File: config.mk
export PLATFORM = sky130hd
export DESIGN_NAME = ghost_maze_probe
export DESIGN_NICKNAME = d
export VERILOG_FILES = /design/src/rtl/ghost_maze_probe_pkg.sv /design/src/rtl/ghost_maze_probe_tile_pos_calc.sv /design/src/rtl/ghost_maze_probe.sv
export SDC_FILE = /design/constraint.sdc
export NUM_CORES = 1
export LEC_CHECK = 0
export ABC_AREA = 1
export BUFFER_PORTS_ARGS = -buffer_cell sky130_fd_sc_hd__buf_2
export CORE_ASPECT_RATIO = 0.5
export CORE_MARGIN = 3
export CORE_UTILIZATION = 27
export CTS_BUF_LIST = sky130_fd_sc_hd__clkbuf_8
export DETAILED_ROUTE_END_ITERATION = 12
export PLACE_DENSITY_LB_ADDON = 0.15
export SLEW_MARGIN = 25
export SYNTH_ARGS = -nofsm -noshare
export SYNTH_HDL_FRONTEND = slang
export SYNTH_SLANG_ARGS = --single-unit
File: constraint.sdc
create_clock -name clk -period 3 [get_ports clk]
set_clock_uncertainty 0.1 [all_clocks]
set_input_delay 0.3 -clock clk [delete_from_list [all_inputs] [get_ports clk]]
set_output_delay 0.3 -clock clk [all_outputs]
set_load 0.005 [all_outputs]
File: src/rtl/ghost_maze_probe_pkg.sv
// Shared board geometry, direction encodings and probe FSM states for the
// ghost maze-probe block and the ghost controllers around it.
package ghost_maze_probe_pkg;

  localparam int unsigned H_BOARD_ON = 200;
  localparam int unsigned V_BOARD_ON = 40;
  localparam int unsigned TILE_SHIFT = 4;
  localparam int unsigned MAZE_W     = 28;
  localparam int unsigned MAZE_H     = 31;

  // S0 = right, S1 = left, S2 = down, S3 = up
  typedef enum logic [1:0] {
    S0 = 2'd0,
    S1 = 2'd1,
    S2 = 2'd2,
    S3 = 2'd3
  } dir_e;

  typedef enum logic [2:0] {
    IDLE  = 3'd0,
    LATCH = 3'd1,
    RD_R  = 3'd2,
    RD_L  = 3'd3,
    RD_U  = 3'd4,
    RD_D  = 3'd5,
    DONE  = 3'd6
  } state_e;

  function automatic logic [9:0] tile_addr(input logic [4:0] v_tile, input logic [4:0] h_tile);
    return {v_tile, h_tile};
  endfunction

  // Bit n of both vectors is direction n; a tunnel opens only the horizontal moves.
  function automatic logic [3:0] probe_limits(input logic [3:0] walls, input logic h_aligned,
                                              input logic v_aligned, input logic tunnel);
    logic [3:0] lim;
    lim = 4'b0000;
    if (tunnel) begin
      lim[S0] = 1'b1;
      lim[S1] = 1'b1;
    end else begin
      lim[S0] = v_aligned & (!h_aligned | !walls[S0]);
      lim[S1] = v_aligned & (!h_aligned | !walls[S1]);
      lim[S3] = h_aligned & (!v_aligned | !walls[S3]);
      lim[S2] = h_aligned & (!v_aligned | !walls[S2]);
    end
    return lim;
  endfunction

endpackage

File: src/rtl/ghost_maze_probe_tile_pos_calc.sv
// Pixel-to-tile conversion: tile, in-tile offset, tunnel flag, vertical edge
// flags and the wall ROM addresses of the four neighbouring tiles.
module ghost_maze_probe_tile_pos_calc #(
  parameter int unsigned H_BOARD_ON = ghost_maze_probe_pkg::H_BOARD_ON,
  parameter int unsigned V_BOARD_ON = ghost_maze_probe_pkg::V_BOARD_ON,
  parameter int unsigned TILE_SHIFT = ghost_maze_probe_pkg::TILE_SHIFT,
  parameter int unsigned MAZE_W     = ghost_maze_probe_pkg::MAZE_W,
  parameter int unsigned MAZE_H     = ghost_maze_probe_pkg::MAZE_H
) (
  input  logic [10:0]           h_pos_i,
  input  logic [9:0]            v_pos_i,
  output logic [4:0]            h_tile_o,
  output logic [4:0]            v_tile_o,
  output logic [TILE_SHIFT-1:0] h_off_o,
  output logic [TILE_SHIFT-1:0] v_off_o,
  output logic                  tunnel_o,
  output logic                  up_edge_o,
  output logic                  down_edge_o,
  output logic [9:0]            addr_r_o,
  output logic [9:0]            addr_l_o,
  output logic [9:0]            addr_u_o,
  output logic [9:0]            addr_d_o
);
  import ghost_maze_probe_pkg::*;

  logic [10:0] h_rel_s, v_rel_s, h_raw_s, v_raw_s;
  logic [4:0]  h_right_s, h_left_s, v_up_s, v_down_s;

  assign h_rel_s = h_pos_i - 11'(H_BOARD_ON);
  assign v_rel_s = {1'b0, v_pos_i} - 11'(V_BOARD_ON);
  assign h_raw_s = h_rel_s >> TILE_SHIFT;
  assign v_raw_s = v_rel_s >> TILE_SHIFT;
  assign h_off_o = h_rel_s[TILE_SHIFT-1:0];
  assign v_off_o = v_rel_s[TILE_SHIFT-1:0];

  // Horizontal tile with tunnel detection on either side of the board
  always_comb begin
    h_tile_o = h_raw_s[4:0];
    tunnel_o = 1'b0;
    if (h_pos_i < 11'(H_BOARD_ON)) begin
      h_tile_o = 5'd0;
      tunnel_o = 1'b1;
    end else if (h_raw_s >= 11'(MAZE_W)) begin
      h_tile_o = 5'(MAZE_W - 1);
      tunnel_o = 1'b1;
    end else begin
      h_tile_o = h_raw_s[4:0];
      tunnel_o = 1'b0;
    end
  end

  // Vertical tile, clamped to the maze rows
  always_comb begin
    v_tile_o = v_raw_s[4:0];
    if (v_pos_i < 10'(V_BOARD_ON)) begin
      v_tile_o = 5'd0;
    end else if (v_raw_s >= 11'(MAZE_H)) begin
      v_tile_o = 5'(MAZE_H - 1);
    end else begin
      v_tile_o = v_raw_s[4:0];
    end
  end

  assign up_edge_o   = (v_tile_o == 5'd0);
  assign down_edge_o = (v_tile_o == 5'(MAZE_H - 1));

  // Neighbour tiles; horizontal wraps, vertical off-maze rows reuse the own row
  always_comb begin
    h_right_s = h_tile_o + 5'd1;
    h_left_s  = h_tile_o - 5'd1;
    v_up_s    = v_tile_o - 5'd1;
    v_down_s  = v_tile_o + 5'd1;
    if (h_tile_o == 5'(MAZE_W - 1)) h_right_s = 5'd0;
    else                            h_right_s = h_tile_o + 5'd1;
    if (h_tile_o == 5'd0) h_left_s = 5'(MAZE_W - 1);
    else                  h_left_s = h_tile_o - 5'd1;
    if (up_edge_o) v_up_s = v_tile_o;
    else           v_up_s = v_tile_o - 5'd1;
    if (down_edge_o) v_down_s = v_tile_o;
    else             v_down_s = v_tile_o + 5'd1;
  end

  assign addr_r_o = tile_addr(v_tile_o, h_right_s);
  assign addr_l_o = tile_addr(v_tile_o, h_left_s);
  assign addr_u_o = tile_addr(v_up_s, h_tile_o);
  assign addr_d_o = tile_addr(v_down_s, h_tile_o);

endmodule

File: src/rtl/ghost_maze_probe.sv
// Once-per-frame maze probe: latches the sprite tile, reads the four
// neighbouring walls and publishes all movement limits in one update.
module ghost_maze_probe #(
  parameter int unsigned H_BOARD_ON = ghost_maze_probe_pkg::H_BOARD_ON,
  parameter int unsigned V_BOARD_ON = ghost_maze_probe_pkg::V_BOARD_ON,
  parameter int unsigned TILE_SHIFT = ghost_maze_probe_pkg::TILE_SHIFT,
  parameter int unsigned MAZE_W     = ghost_maze_probe_pkg::MAZE_W,
  parameter int unsigned MAZE_H     = ghost_maze_probe_pkg::MAZE_H
) (
  input  logic        clk,
  input  logic        reset,
  input  logic        vsync_enable,
  input  logic [10:0] h_sprite_pos,
  input  logic [9:0]  v_sprite_pos,
  output logic [9:0]  wall_addr,
  input  logic        wall_data,
  output logic [4:0]  h_tile,
  output logic [4:0]  v_tile,
  output logic        up_limit,
  output logic        down_limit,
  output logic        left_limit,
  output logic        right_limit,
  output logic        limits_valid
);
  import ghost_maze_probe_pkg::*;

  state_e state_q, state_d;

  logic [4:0]            calc_h_tile, calc_v_tile;
  logic [TILE_SHIFT-1:0] calc_h_off, calc_v_off;
  logic                  calc_tunnel, calc_up_edge, calc_down_edge;
  logic [9:0]            calc_addr_r, calc_addr_l, calc_addr_u, calc_addr_d;

  logic [4:0] lat_h_tile_q, lat_h_tile_d, lat_v_tile_q, lat_v_tile_d;
  logic       h_aligned_q, h_aligned_d, v_aligned_q, v_aligned_d;
  logic       tunnel_q, tunnel_d, up_edge_q, up_edge_d, down_edge_q, down_edge_d;
  logic [9:0] addr_l_q, addr_l_d, addr_u_q, addr_u_d, addr_dn_q, addr_dn_d;
  logic [3:0] wall_q, wall_d, walls_s;

  logic [9:0] wall_addr_q, wall_addr_d;
  logic [4:0] h_tile_q, h_tile_d, v_tile_q, v_tile_d;
  logic [3:0] limits_q, limits_d;
  logic       valid_q, valid_d;

  ghost_maze_probe_tile_pos_calc #(
    .H_BOARD_ON(H_BOARD_ON), .V_BOARD_ON(V_BOARD_ON), .TILE_SHIFT(TILE_SHIFT),
    .MAZE_W(MAZE_W), .MAZE_H(MAZE_H)
  ) u_calc (
    .h_pos_i(h_sprite_pos), .v_pos_i(v_sprite_pos),
    .h_tile_o(calc_h_tile), .v_tile_o(calc_v_tile),
    .h_off_o(calc_h_off), .v_off_o(calc_v_off),
    .tunnel_o(calc_tunnel), .up_edge_o(calc_up_edge), .down_edge_o(calc_down_edge),
    .addr_r_o(calc_addr_r), .addr_l_o(calc_addr_l),
    .addr_u_o(calc_addr_u), .addr_d_o(calc_addr_d)
  );

  // Next-state, ROM sequencing and output update; ROM data lags its address by one cycle
  always_comb begin
    state_d      = state_q;
    lat_h_tile_d = lat_h_tile_q;
    lat_v_tile_d = lat_v_tile_q;
    h_aligned_d  = h_aligned_q;
    v_aligned_d  = v_aligned_q;
    tunnel_d     = tunnel_q;
    up_edge_d    = up_edge_q;
    down_edge_d  = down_edge_q;
    addr_l_d     = addr_l_q;
    addr_u_d     = addr_u_q;
    addr_dn_d    = addr_dn_q;
    wall_d       = wall_q;
    wall_addr_d  = wall_addr_q;
    h_tile_d     = h_tile_q;
    v_tile_d     = v_tile_q;
    limits_d     = limits_q;
    valid_d      = 1'b0;
    walls_s      = wall_q;
    walls_s[S2]  = down_edge_q | wall_data;
    walls_s[S3]  = up_edge_q | wall_q[S3];
    case (state_q)
      IDLE: begin
        if (vsync_enable) state_d = LATCH;
        else              state_d = IDLE;
      end
      LATCH: begin
        lat_h_tile_d = calc_h_tile;
        lat_v_tile_d = calc_v_tile;
        h_aligned_d  = (calc_h_off == {TILE_SHIFT{1'b0}});
        v_aligned_d  = (calc_v_off == {TILE_SHIFT{1'b0}});
        tunnel_d     = calc_tunnel;
        up_edge_d    = calc_up_edge;
        down_edge_d  = calc_down_edge;
        addr_l_d     = calc_addr_l;
        addr_u_d     = calc_addr_u;
        addr_dn_d    = calc_addr_d;
        wall_addr_d  = calc_addr_r;
        state_d      = RD_R;
      end
      RD_R: begin
        wall_addr_d = addr_l_q;
        state_d     = RD_L;
      end
      RD_L: begin
        wall_d[S0]  = wall_data;
        wall_addr_d = addr_u_q;
        state_d     = RD_U;
      end
      RD_U: begin
        wall_d[S1]  = wall_data;
        wall_addr_d = addr_dn_q;
        state_d     = RD_D;
      end
      RD_D: begin
        wall_d[S3] = wall_data;
        state_d    = DONE;
      end
      DONE: begin
        h_tile_d = lat_h_tile_q;
        v_tile_d = lat_v_tile_q;
        limits_d = probe_limits(walls_s, h_aligned_q, v_aligned_q, tunnel_q);
        valid_d  = 1'b1;
        state_d  = IDLE;
      end
      default: state_d = IDLE;
    endcase
  end

  // State and output registers with synchronous reset
  always_ff @(posedge clk) begin
    if (reset) begin
      state_q      <= IDLE;
      lat_h_tile_q <= 5'd0;
      lat_v_tile_q <= 5'd0;
      h_aligned_q  <= 1'b0;
      v_aligned_q  <= 1'b0;
      tunnel_q     <= 1'b0;
      up_edge_q    <= 1'b0;
      down_edge_q  <= 1'b0;
      addr_l_q     <= 10'd0;
      addr_u_q     <= 10'd0;
      addr_dn_q    <= 10'd0;
      wall_q       <= 4'd0;
      wall_addr_q  <= 10'd0;
      h_tile_q     <= 5'd0;
      v_tile_q     <= 5'd0;
      limits_q     <= 4'd0;
      valid_q      <= 1'b0;
    end else begin
      state_q      <= state_d;
      lat_h_tile_q <= lat_h_tile_d;
      lat_v_tile_q <= lat_v_tile_d;
      h_aligned_q  <= h_aligned_d;
      v_aligned_q  <= v_aligned_d;
      tunnel_q     <= tunnel_d;
      up_edge_q    <= up_edge_d;
      down_edge_q  <= down_edge_d;
      addr_l_q     <= addr_l_d;
      addr_u_q     <= addr_u_d;
      addr_dn_q    <= addr_dn_d;
      wall_q       <= wall_d;
      wall_addr_q  <= wall_addr_d;
      h_tile_q     <= h_tile_d;
      v_tile_q     <= v_tile_d;
      limits_q     <= limits_d;
      valid_q      <= valid_d;
    end
  end

  assign wall_addr    = wall_addr_q;
  assign h_tile       = h_tile_q;
  assign v_tile       = v_tile_q;
  assign right_limit  = limits_q[S0];
  assign left_limit   = limits_q[S1];
  assign down_limit   = limits_q[S2];
  assign up_limit     = limits_q[S3];
  assign limits_valid = valid_q;

endmodule
==> metrics, run 1 <==
status=finished clean; antenna violations before repair=0; Die W=between 150 and 200 um; setup bufs post-CTS=0; via count=2914; Tcrit/Tclk final=0.708; final wirelength=8250 um; DRT antenna net count=0; Hold Path Depth=3; num rows=27; Final Critical Period=2.12 ns; hold path startpoint=wall_data; Synth area leaders=dfxtp_1, nand2_1, o21ai_0; Post-synth top cells=nand2_1, dfxtp_1, inv_1, o21ai_0, nor2_1; Max VDD drop=157 uV; via/cell ratio=4.45; core area=11200 um2; P&R area growth vs syn=19.2%; TritonCTS Buffers=9; share of post-route cells with drive strength above 1=0.226; Starting Density=0.283; mux cell area share after synthesis=0; R2R Setup Slk=0.88 ns; htree depth=3; largest family of logic cells by synthesized area=simple AND/OR/NAND/NOR gates; final non-filler cell area=~3800 um2; Overall Global Routing Usage=0.133; Final Hold Violating Endpoints=0; Crit Path Max Fanout=11; Synth area leader=dfxtp_1; Post-DP HPWL=between 6000 and 7000 um; Skew-Pair Late Insertion Delay=0.34 ns; reg-to-reg critical path startpoint=state_q[2]$_SDFF_PP0_; Nets=525; # resized after CTS=0; R2R Path End=wall_addr[2]$_SDFFE_PP0P_; sequential cell area fraction in the yosys report=0.385; gr ovfl total=0; actual slew at the worst max-slew pin=0.938 ns; Final TNS setup=0 ns; GP Congestion=0.787; CP endpoint kind=flop; wire per inst=12.6 um; Ports=50; Syn Inst Count=444; Synth Area in Adders=0.0276; Hold Buf Count CTS=0; Yosys top cell area share=0.385; #FFs+latches synth=61; placed cell areas=3590 um2; ANT cells=0; top_reg_cell synth=dfxtp_1; largest net degree at the start of global routing=35; number of synthesized flops with an enable pin=0; Final Max Slew Viols=0; RSZ-0062 raised after global routing=false; first-pass GRT wire length=14100 um; Clock transition at path regs=0.07 ns; cell count of the worst reg-to-reg path=9; syn_area_per_cell=7.15 um2; I/O Buffers=49; Pleak=0.00175 uW; total number of yosys warnings=0; xor/xnor share of the synthesized area=0.0193; most frequent cell after synthesis=nand2_1; vias in the first global route=~2900; clock sink count=around 60; critical path arrival=2.24 ns; mapped cell area=3180 um2; simple-gate portion of the synthesized area=0.285; Root Driver=clkbuf_8; Compound-Gate Fraction of Synth Area=0.199; hold endpoint=wall_q[0]$_SDFFE_PP0P_; clock buffer depth=2; WP data required=3.12 ns; die height=82.7 um; total die area=13200 um2; achievable frequency=around 470 MHz; Startpoint Class=flop; synth unique cells=35; drt pass-1 iters=4; Rel. slew slack=0.374; CTS tree=done; setup violators final=0; drc violations=0; syn nets=between 400 and 500; Power Dens Cells=570 nW/um2; Post-synth ARST share=0; worst hold path class=in -> reg; DR iter-0 viols=86; Max Cap Violations=0; worst hold margin=around 0.13 ns; CP Class=reg -> reg
through the flow:
stage          utilization  power [uW]  worst slack (ns)  cells
5_1_grt              0.338        2310             0.644    655
2_1_floorplan            -        1280             0.860    444
3_3_place_gp         0.320        1430             0.526    641
3_5_place_dp         0.320        1430             0.513    641
6_report             0.338        2160             0.877    655
4_1_cts              0.338        2190             0.855    655
cell families after synthesis:
kind of cell | count (synthesis)
adder cells (fa/ha/maj) | 7
XOR/XNOR | 7
buffers and inverters | 70
flip-flops | 61
AND/OR/NAND/NOR | 192
AO/OA/AOI/OAI | 107
critical path, stage by stage (launching register included):
cell and delay (ns):
dfxtp_1 0.59, nor2_4 0.16, inv_2 0.09, nand2_2 0.10, nor2_1 0.17, inv_2 0.09
nor2_4 0.33, inv_2 0.12, o21ai_0 0.18, a21oi_1 0.06
how the worst max path moves through the flow:
stage	from	end	slack, ns	cells past startpoint
final	state_q[2]$_SDFF_PP0_	wall_addr[2]$_SDFFE_PP0P_	0.88	9
after global routing	state_q[2]$_SDFF_PP0_	wall_addr[0]$_SDFFE_PP0P_	0.64	9
after CTS	state_q[2]$_SDFF_PP0_	wall_addr[2]$_SDFFE_PP0P_	0.85	9
after detailed placement	v_sprite_pos[3]	addr_u_q[8]$_SDFFE_PP0P_	0.51	15
after global placement	v_sprite_pos[3]	addr_u_q[8]$_SDFFE_PP0P_	0.53	15
after floorplan	h_sprite_pos[3]	wall_addr[2]$_SDFFE_PP0P_	0.86	15
final cells by class:
cell class                      count  area, um2
Fill cell                        1240       7430
Multi-Input combinational cell    313       1690
Sequential cell                    61       1220
Timing Repair Buffer               53        275
Inverter                           55        206
Tap cell                          159        199
Clock buffer                       12        165
Clock inverter                      2       33.8
routing by layer:
| layer | part of all wire | global-route usage |
|---|---|---|
| met5 | 0 | 0 |
| met3 | 0.033 | 0.0364 |
| met4 | 0.013 | 0.0419 |
| met1 | 0.52 | 0.172 |
| met2 | 0.43 | 0.221 |
cell usage in the layout, fill, tap and decap left out, types with 3 or more instances in the layout:
master / n
nor2_4: 3
a211oi_1: 3
dfxtp_1: 61
nor2_2: 4
nand3_1: 25
nor2_1: 44
clkbuf_8: 12
xor2_1: 3
buf_2: 49
nand2_2: 15
ha_1: 7
inv_2: 8
inv_1: 48
a21oi_1: 42
nand2_1: 83
nand4_1: 4
a221oi_1: 4
nand3_2: 6
a221oi_2: 4
buf_4: 4
xnor2_1: 4
o21ai_0: 45
registers in the layout, indices dropped and copies added, names as in the netlist, 4 cells and up:
signal,flops
lat_v_tile_q,5
wall_addr,10
v_tile,5
addr_l_q,5
limits_q,4
h_tile,5
lat_h_tile_q,4
addr_dn_q,5
addr_u_q,6
power by group:
group / internal (uW) / leakage, uW / total (uW) / switching, uW
registers: 891 / 0.000498 / 943 / 52.2
clock network: 440 / 0.000106 / 748 / 309
logic: 167 / 0.00115 / 465 / 299
Note: power is estimated with default switching activity, not from simulation.
==> run 2, diff against run 1 <==
==> constraint.sdc (replaced) <==
create_clock -name clk -period 1.7 [get_ports clk]
set_clock_uncertainty 0.1 [all_clocks]
set_input_delay 0.17 -clock clk [delete_from_list [all_inputs] [get_ports clk]]
set_output_delay 0.17 -clock clk [all_outputs]
set_load 0.005 [all_outputs]
==> run 2 against run 1 <==
  * First-iteration DRC count rose by 88%
  * Hold slack got worse by 0.10 ns
  * Combinational power increased to 2.6 times the previous value
  * Largest cell class unchanged
  * Highest routed layer unchanged
  * Power increased by 93%
  * Sequential power grew 77%
  * Global-route usage grew 0.22 points
==> metrics, run 2 (synthesis gave the netlist of run 1 again) <==
status=finished clean; Final Util=0.423; logic gate share of total power=0.289; antenna violations before repair=0; clock share of power=0.311; clock buffer depth=2; sw power=1360 uW; Max VDD drop=315 uV; Crit Path Max Fanout=5; Sw Share=0.327; drc violations=0; critical path arrival=1.80 ns; Pleak=0.00216 uW; actual slew at the worst max-slew pin=0.424 ns; Rel. slew slack=0.717; GP Congestion=0.758; CTS tree=done; RSZ-0062 raised after global routing=true; Power Dens Cells=between 800 and 900 nW/um2; Final Hold Violating Endpoints=0; Overall Global Routing Usage=0.136; worst hold path class=in -> reg; via/cell ratio=~4.4; total power draw=4160 uW; Clock transition at path regs=0.08 ns; Nets=599; Filler cells=1187; via count=3232; first-pass GRT wire length=14500 um; largest net degree at the start of global routing=27; gr ovfl total=0; Internal Power=between 2000 and 3000 uW; Ports=50; Largest register FFs=10; DRT antenna net count=0; DR iter-0 viols=roughly 160; most frequent cells in the layout=buf_4, nand2_1, dfxtp_1, buf_2; CP Class=in -> reg; Final Max Slew Viols=0; CP endpoint kind=flop; Starting Density=0.283; I/O Buffers=49; vias in the first global route=3067; core area=11200 um2; Tcrit/Tclk final=0.968; Startpoint Class=input port; clock sink count=slightly above 60; total die area=13200 um2; num rows=27; Final Worst Setup Slack=0.0548 ns; Die W=159 um; achievable frequency=608 MHz; worst hold margin=0.0264 ns; ANT cells=0; P&R area growth vs syn=49.4%; Root Driver=clkbuf_8; WP data required=around 1.9 ns; share of post-route cells with drive strength above 1=0.414; setup violators final=0; most common cell after layout, fill and taps aside=buf_4; Final Critical Period=around 1.6 ns; Sequential Power Share=0.401; wire per inst=11.8 um; final wirelength=8620 um; htree depth=3; Setup WS pre-CTS=-0.441 ns; Post-DP HPWL=6570 um; die height=82.7 um; TritonCTS Buffers=9; Skew-Pair Late Insertion Delay=~0.35 ns; Max Cap Violations=0; drt pass-1 iters=4
run 2: changes by cell type in the layout (fill, tap and decap cells not counted), moves of 6 or more:
cell     delta
nand2_4     +7
buf_6       +6
buf_4      +68
o21ai_1     +7
inv_1      -10
nand2_1    -12
o21ai_0     -7
nor2_1      -6
nand3_1     -8
ha_1        -7
nand3_4     +6
run 2: power by group through the flow:
stage | Clock, uW | Sequential, uW | Combinational (uW)
3_3_place_gp | 0 | 1690 | 1100
6_report | 1290 | 1670 | 1200
2_1_floorplan | 0 | 1670 | 640
5_1_grt | 1400 | 1690 | 1340
4_1_cts | 1340 | 1660 | 1110
3_5_place_dp | 0 | 1690 | 1100
run 2: final timing paths:
kind	start	to	slack, ns	cells past startpoint
worst min-delay path	v_sprite_pos[2]	v_aligned_q$_SDFFE_PP0P_	0.03	4
worst min register to register	wall_q[3]$_SDFFE_PP0N_	wall_q[3]$_SDFFE_PP0N_	0.36	2
worst max-delay path	v_sprite_pos[3]	addr_dn_q[5]$_SDFFE_PP0P_	0.05	14
worst max register to register	state_q[1]$_SDFF_PP0_	wall_addr[1]$_SDFFE_PP0P_	0.12	8
run 2: layout make-up:
| type | count | area, um2 | share of cell area |
|---|---|---|---|
| clock buffers | 9 | 124 | 0.0261 |
| clock inverters | 7 | 75.1 | 0.0158 |
| inverters | 55 | 255 | 0.0538 |
| multi-input cells | 313 | 1990 | 0.418 |
| flip-flops and latches | 61 | 1220 | 0.258 |
| well taps | 159 | 199 | 0.0419 |
| repair buffers | 127 | 883 | 0.186 |
run 2: layer usage:
layer | vias to the layer above | wire (um) | GRT usage
met5 | - | 0 | 0
met4 | 0 | 103 | 0.0419
met3 | 10 | 222 | 0.0324
met2 | 30 | 4070 | 0.227
met1 | 1482 | 4220 | 0.176
li1 | 1710 | - | -
run 2: stage by stage:
| stage | cell area [um2] | cells | setup TNS [ns] |
|---|---|---|---|
| 6_report | 4750 | 731 | 0 |
| 3_5_place_dp | 4250 | 707 | -9.05 |
| 2_1_floorplan | 3330 | 444 | -0.789 |
| 5_1_grt | 4750 | 731 | -0.224 |
| 3_3_place_gp | 4250 | 707 | -8.25 |
| 4_1_cts | 4500 | 727 | 0 |
run 2: critical path, cell delays in order:
cell     delay (ns)
buf_6          0.11
buf_6          0.11
o21ai_4        0.20
xor2_1         0.27
nand3_4        0.13
nand3_4        0.11
nand2_4        0.07
inv_4          0.08
ha_2           0.17
nand3_2        0.09
nand2_2        0.10
inv_2          0.06
nor2_1         0.08
nor2_1         0.05
run 2: what timing repair did:
item,in CTS,in global routing
pin swaps,2,33
resized for setup,2,64
setup buffers,1,4
hold endpoints to repair,2,0
hold buffers,3,0
setup endpoints to repair,8,38
==> run 3, diff against run 2 <==
--- a/config.mk
+++ b/config.mk
@@ -8,11 +8,10 @@
 export ABC_AREA = 1
 export BUFFER_PORTS_ARGS = -buffer_cell sky130_fd_sc_hd__buf_2
 export CORE_ASPECT_RATIO = 0.5
-export CORE_MARGIN = 3
 export CORE_UTILIZATION = 27
 export CTS_BUF_LIST = sky130_fd_sc_hd__clkbuf_8
 export DETAILED_ROUTE_END_ITERATION = 12
-export PLACE_DENSITY_LB_ADDON = 0.15
+export PLACE_DENSITY_LB_ADDON = 0.25
 export SLEW_MARGIN = 25
 export SYNTH_ARGS = -nofsm -noshare
 export SYNTH_HDL_FRONTEND = slang
==> run 3 against run 2 <==
  * Final cell count rose by 0.55%
  * Die area fell by 7.2%
  * Hold slack improved by 0.0029 ns
  * Register-to-register slack got worse by 0.02 ns
  * Non-clock buffer count rose by 4
  * Critical path depth rose by 4
  * Critical endpoint is now addr_u_q[7]$_SDFFE_PP0P_
==> metrics, run 3 (synthesis gave the netlist of run 1 again) <==
Max VDD drop=about 400 uV; htree depth=3; Final Critical Period=1.62 ns; via/cell ratio=4.45; Pleak=0.00224 uW; P&R area growth vs syn=54.3%; clock sink count=61; antenna violations before repair=0; DRT antenna net count=0; Final Util=0.437; most frequent cells in the layout=buf_4, nand2_1, dfxtp_1, buf_2, o21ai_0; achievable frequency=between 600 and 700 MHz; most common cell after layout, fill and taps aside=buf_4; wire per inst=11.3 um; placed cells=710; largest net degree at the start of global routing=27; first-pass GRT wire length=14200 um; CP endpoint kind=flop; Largest register FFs=10; die height=78.7 um; vias in the first global route=about 3100; num rows=27; Rel. slew slack=0.711; CP Class=in -> reg; CTS tree=done; Starting Density=0.283; core area=11200 um2; R2R Setup Slk=0.10 ns; cell count of the worst reg-to-reg path=9; critical path arrival=1.75 ns; Hold Path Depth=3; Power Dens Cells=922 nW/um2; Overall Global Routing Usage=0.145; via count=roughly 3300; RSZ-0062 raised after global routing=true; TritonCTS Buffers=9; status=finished clean; share of post-route cells with drive strength above 1=0.434; ANT cells=0; drc violations=0; Clock transition at path regs=0.07 ns; drt pass-1 iters=4; worst hold margin=a little under 0.03 ns; Tcrit/Tclk final=0.954; Root Driver=clkbuf_8; worst hold path class=in -> reg; clock buffer depth=2; Startpoint Class=input port; DR iter-0 viols=125; Ports=50; Post-DP HPWL=~6300 um; final wirelength=around 8300 um; Crit Path Max Fanout=5; gr ovfl total=0; Nets=approximately 600; GP Congestion=0.763; Final Hold Violating Endpoints=0; Skew-Pair Late Insertion Delay=0.34 ns; I/O Buffers=between 40 and 50; WP data required=~1.8 ns; Die W=about 160 um; actual slew at the worst max-slew pin=0.434 ns; Cell Count, Final, Fillers Out=735; Final Max Slew Viols=0; total die area=12200 um2; setup violators final=0; Max Cap Violations=0
==> run 3: changes by cell type in the layout (fill, tap and decap cells not counted), moves of 3 or more <==
| cell | previous run | this run |
|---|---|---|
| nand2_1 | 71 | 67 |
| o21ai_0 | 38 | 41 |
| nand3_1 | 17 | 14 |
| buf_4 | 72 | 77 |
| clkinvlp_4 | 3 | 0 |
| o21ai_1 | 8 | 4 |
==> run 3: timing repair <==
item | in CTS | in global routing
setup endpoints to repair | 5 | 30
hold buffers | 2 | 0
buffers inserted | 1 | 7
pin swaps | 3 | 39
hold endpoints to repair | 1 | 0
gates resized for setup | 2 | 75
==> run 3: area by class of cell <==
type                    instances  area [um2]
clock buffers                   9         124
clock inverters                 7         121
fillers                      1168        6310
inverters                      55         255
multi-input cells             313        2070
flip-flops and latches         61        1220
well taps                     159         199
repair buffers                131         911
==> run 3: final timing paths <==
check / start / to
setup / recovery: v_sprite_pos[3] / addr_u_q[7]$_SDFFE_PP0P_
hold / removal: wall_data / wall_q[0]$_SDFFE_PP0P_
setup reg to reg: state_q[0]$_SDFF_PP0_ / addr_dn_q[7]$_SDFFE_PP0P_
hold reg to reg: wall_q[3]$_SDFFE_PP0N_ / wall_q[3]$_SDFFE_PP0N_
==> run 3: report_power, final <==
group / internal [uW] / total (uW) / switching, uW
clock network: 984 / 1600 / 615
logic: 578 / 1260 / 679
registers: 1570 / 1660 / 92.2
==> run 3: layer usage <==
metal | vias up | global-route usage | share of wire
met1 | 1502 | 0.187 | 0.48
met3 | 5 | 0.0364 | 0.034
li1 | 1719 | - | -
met4 | 0 | 0.0353 | 0.0046
met5 | - | 0 | 0
met2 | 45 | 0.243 | 0.48
==> run 3: stage by stage <==
stage / area (um2) / power (uW) / setup slack [ns] / TNS, ns
2_1_floorplan: 3330 / 2310 / -0.0994 / -0.789
3_3_place_gp: 4280 / 2780 / -0.372 / -7.87
3_5_place_dp: 4280 / 2790 / -0.418 / -8.66
4_1_cts: 4560 / 4420 / 0.0130 / 0
5_1_grt: 4900 / 4780 / -0.0150 / -0.0704
6_report: 4900 / 4520 / 0.0777 / 0
==> run 3: critical path, stage by stage <==
cell	delay (ns)
buf_6	0.11
inv_8	0.05
ha_4	0.14
inv_2	0.04
nand2_4	0.08
nand2_2	0.06
nand2_2	0.06
nand2_2	0.07
nor2_4	0.10
nand3_4	0.11
nand3_4	0.10
nand2_4	0.07
ha_4	0.19
buf_4	0.13
inv_1	0.04
nor2_1	0.04
o21ai_1	0.12
a21oi_1	0.07
